--- src/rtl/pipe_stage_skid.sv ---
// pipe_stage_skid: two-entry valid/ready pipeline stage (main + skid register).
// Latency 1 cycle; throughput 1 entry/cycle while out_ready=1.
// Backpressure: in_ready comes from registered state only (no out_ready path), so it drops once both entries are held.
//
// Ports:
//    clk, rst                     clock, asynchronous active-high reset
//    flush                        synchronous discard of all held entries
//    in_valid/in_ready/in_data    upstream handshake and payload
//    out_valid/out_ready/out_data downstream handshake and payload
//    stall_cnt                    saturating backpressure-cycle counter,
//                                 present only when PIPE_STAGE_PERF_EN is defined
//
// Optional feature macro: PIPE_STAGE_PERF_EN (adds stall_cnt and its counter).

module pipe_stage_skid #(
   parameter int WIDTH = 32,
   parameter int CNT_W = 16
) (
   input  logic             clk,
   input  logic             rst,
   input  logic             flush,
   input  logic             in_valid,
   output logic             in_ready,
   input  logic [WIDTH-1:0] in_data,
   output logic             out_valid,
   input  logic             out_ready,
`ifdef PIPE_STAGE_PERF_EN
   output logic [CNT_W-1:0] stall_cnt,
`endif
   output logic [WIDTH-1:0] out_data
);

   // State encoding is the pair of entry valid bits {skid_vld, main_vld}.
   typedef enum logic [1:0] {
      EMPTY = 2'b00,
      BUSY  = 2'b01,
      FULL  = 2'b11
   } state_t;

   state_t           state;
   logic [WIDTH-1:0] main_dat;
   logic [WIDTH-1:0] skid_dat;
   logic             in_xfer;
   logic             out_xfer;

   // in_ready is held low during reset, otherwise only a function of state.
   assign in_ready  = (state != FULL) && !rst;
   assign out_valid = (state != EMPTY);
   assign out_data  = main_dat;

   assign in_xfer  = in_valid && in_ready;
   assign out_xfer = out_valid && out_ready;

   always_ff @(posedge clk or posedge rst) begin
      if (rst) begin
         state    <= EMPTY;
         main_dat <= '0;
         skid_dat <= '0;
      end else if (flush) begin
         // Flush wins over any same-cycle input; data registers keep their
         // contents so out_data stays at its last value while empty.
         state <= EMPTY;
      end else begin
         case (state)
            EMPTY: begin
               if (in_xfer) begin
                  main_dat <= in_data;
                  state    <= BUSY;
               end
            end
            BUSY: begin
               if (in_xfer && out_xfer) begin
                  main_dat <= in_data;
               end else if (in_xfer) begin
                  // Downstream stalled: park the new entry behind main.
                  skid_dat <= in_data;
                  state    <= FULL;
               end else if (out_xfer) begin
                  state <= EMPTY;
               end
            end
            FULL: begin
               // in_ready is low here, so only a pop can happen.
               if (out_xfer) begin
                  main_dat <= skid_dat;
                  state    <= BUSY;
               end
            end
            default: begin
               state <= EMPTY;
            end
         endcase
      end
   end

`ifdef PIPE_STAGE_PERF_EN
   // Counts edges where an entry is offered but refused; saturates and is
   // cleared only by reset so flushes do not hide stall history.
   always_ff @(posedge clk or posedge rst) begin
      if (rst) begin
         stall_cnt <= '0;
      end else if (out_valid && !out_ready && (stall_cnt != {CNT_W{1'b1}})) begin
         stall_cnt <= stall_cnt + 1'b1;
      end
   end
`else
   logic [CNT_W-1:0] unused_cnt_w;
   assign unused_cnt_w = '0;
`endif

endmodule

--- config.mk ---
export PLATFORM = sky130hd
export DESIGN_NAME = pipe_stage_skid
export DESIGN_NICKNAME = d
export VERILOG_FILES = /design/src/rtl/pipe_stage_skid.sv
export SDC_FILE = /design/constraint.sdc
export NUM_CORES = 1
export LEC_CHECK = 0
export CORE_MARGIN = 2
export CORE_UTILIZATION = 54
export DETAILED_ROUTE_END_ITERATION = 8
export PLACE_DENSITY_LB_ADDON = 0.08
export SYNTH_ARGS = -nofsm -noshare
export SYNTH_HDL_FRONTEND = slang
export SYNTH_SLANG_ARGS = --single-unit
export TNS_END_PERCENT = 1
--- constraint.sdc ---
create_clock -name clk -period 4.7 [get_ports clk]
set_input_delay 0.705 -clock clk [delete_from_list [all_inputs] [get_ports clk]]
set_output_delay 0.705 -clock clk [all_outputs]
set_load 0.05 [all_outputs]
==> reports/metrics.yaml <==
status: "finished clean"
ant_nets: 0
grt_overflow: 0
fmax_ghz: 0.317
hold_viol: 0
htree_levels: 3
remaining_drc_errors: 0
netlist_area_sq_um: 3170
ys.flop_type: "dfrtp_1"
die_h_um: 80.6
min_path_type: "flop to flop"
insertion_delay_ns: 0.34
clock-sinks: 66
holdPathStages: 1
mostFrequentLayoutCells: "clkdlybuf4s50_1 (70), dfrtp_1 (66), mux2_2 (63), mux2_4 (30), clkbuf_8 (10)"
port_buffers: 70
final_common_cell: "clkdlybuf4s50_1"
hold_slack_ns: 0.488
synthMuxAreaShare_pct: 38.1
synthAdderAreaFrac_pct: 1.58
fin_crit_ns: 3.15
drive_gt1_share_pct: 41.7
ir_drop_uv: 435
grt_pass1_wl_um: 9470
start_util_pct: 56.8
reg2regPathDepth: 6
synth-edff-count: 0
worst_slew_pin_slew_ns: 0.896
setup.worst_path.start_class: "flop"
synth_xor_area_share_pct: 0
gp_congestion: 0.782
yosysTopAreaCellShare_pct: 52.2
timing.rr.start: "state[0]$_DFFE_PP0P_"
slew_violations: 0
ys_ff_latch: 66
yosys.area_share.simple_pct: 2.25
post-cts-setup-buffer-count: 0
clk_pin_slew_ns: 0.07
leakagePower_nw: 1.73
setup_ws_ns: 1.55
post-route-period-util_pct: 67.1
hpwlAfterDp_um: 3700
grt_usage_pct: 19.7
postSynthCellCount: 200
ys_seq_area_share_pct: 52.2
clk_path_buf_depth: 2
max-cap-violations: 0
drt-total-wl_um: 5730
r2r-end: "skid_dat[3]$_DFFE_PP0P_"
synth_top_family_by_area: "multiplexers"
skew_ns: 0.00750
synth_top_cell_by_area: "dfrtp_1"
area_growth_pct: 27.8
vias: 1871
regToRegSetupSlack_ns: 1.73
yosys_warnings: 0
ctsHoldBuffers: 0
power_density_nw_per_um2: 679
tns_ns: 0
synth_fp_nets: 241
crit_path_max_fanout: 36
pre_cts_ws_ns: 1.55
yosysUniqueCellTypes: 25
vias_per_cell: 5.35
rows: 27
final_cells: 350
end_kind: "output pin"
cts_made_buffers: 9
core_area_sq_um: 5570
grt_max_degree: 67
fin_nets: 314
synth_area_leaders: "dfrtp_1 (52%), mux2_2 (22%), mux2_4 (14%)"
grt_pass1_vias: 1921
ios: 71
min_to: "skid_dat[24]$_DFFE_PP0P_"
wl_per_cell_um: 16.4
relSlewSlack_pct: 40.3
tritoncts: "built"
dr.first_iter.drc_count: 75
cp.arrival_ns: 2.45
crit_type: "flop to output pin"
startpoint: "state[1]$_DFFE_PP0P_"
dieArea_sq_um: 6490
cts-root-buf: "clkbuf_8"
synthArstFlopShare_pct: 100
avgSynthCellArea_sq_um: 15.8
placed_cells: 334
cp.required_ns: 3.99
die_w_um: 80.6
total_power_mw: 2.75
dr.pass1.iters: 4
min_from: "skid_dat[24]$_DFFE_PP0P_"
antenna_found_initial: 0
synth_compound_gate_area_share_pct: 2.13
rsz0062_at_grt: "false"
finalSetupViolCount: 0
num_antenna_cells: 0
cts.repair.resized: 0
==> Yosys cell counts (2+ instances only) <==
| master | number |
|---|---|
| nand2b_1 | 2 |
| nor2_1 | 3 |
| mux2_2 | 63 |
| mux2_4 | 30 |
| ha_1 | 4 |
| mux2_1 | 4 |
| buf_12 | 3 |
| buf_4 | 3 |
| dfrtp_1 | 66 |
| clkbuf_1 | 3 |
| nand3_1 | 2 |
| inv_1 | 4 |
==> worst max-delay path, stage by stage (launching register included) <==
cell and delay [ns]:
dfrtp_1 0.38, ha_2 0.79, nor2_1 0.19, clkdlybuf4s50_1 0.75
==> logic make-up after synthesis <==
group / after synthesis
buffers and inverters: 14
AO/OA/AOI/OAI: 7
flip-flops: 66
multiplexers: 97
adder cells (fa/ha/maj): 4
AND/OR/NAND/NOR: 12
==> layout make-up <==
| type | instances | area, sq um |
|---|---|---|
| Sequential cell | 66 | 1650 |
| Fill cell | 380 | 1530 |
| Multi-Input combinational cell | 120 | 1400 |
| Timing Repair Buffer | 72 | 716 |
| Clock buffer | 11 | 141 |
| Tap cell | 72 | 90.1 |
| Clock inverter | 5 | 30.0 |
| Inverter | 4 | 15.0 |
==> worst max-delay path by stage <==
stage,endpoint,slack [ns]
after CTS,in_ready,1.51
after floorplan,state[0]$_DFFE_PP0P_,1.77
after detailed placement,skid_dat[3]$_DFFE_PP0P_,1.55
after global routing,in_ready,1.41
final,in_ready,1.55
after global placement,skid_dat[9]$_DFFE_PP0P_,1.63
==> registers in the layout, indices dropped and copies added, names as in the netlist <==
signal / cells
out_data: 32
skid_dat: 32
state: 2
==> through the flow <==
| step | utilization [%] | cell area [sq um] |
|---|---|---|
| after global routing | 72.6 | 4050 |
| final | 72.6 | 4050 |
| after global placement | 69.5 | 3870 |
| after CTS | 72.6 | 4050 |
| after floorplan | - | 3170 |
| after detailed placement | 69.5 | 3870 |
==> power by group <==
| part | switching (mW) | internal, mW |
|---|---|---|
| clock network | 0.213 | 0.203 |
| registers | 0.148 | 0.844 |
| logic | 0.741 | 0.600 |
==> metal layers <==
metal / wire length [um] / track usage (%) / vias up
met3: 272 / 4.27 / 9
met2: 2600 / 28.8 / 61
li1: - / - / 867
met1: 2760 / 27.7 / 934
met4: 102 / 10.2 / 0
met5: 0 / 0 / -
Note: power is estimated with default switching activity, not from simulation.
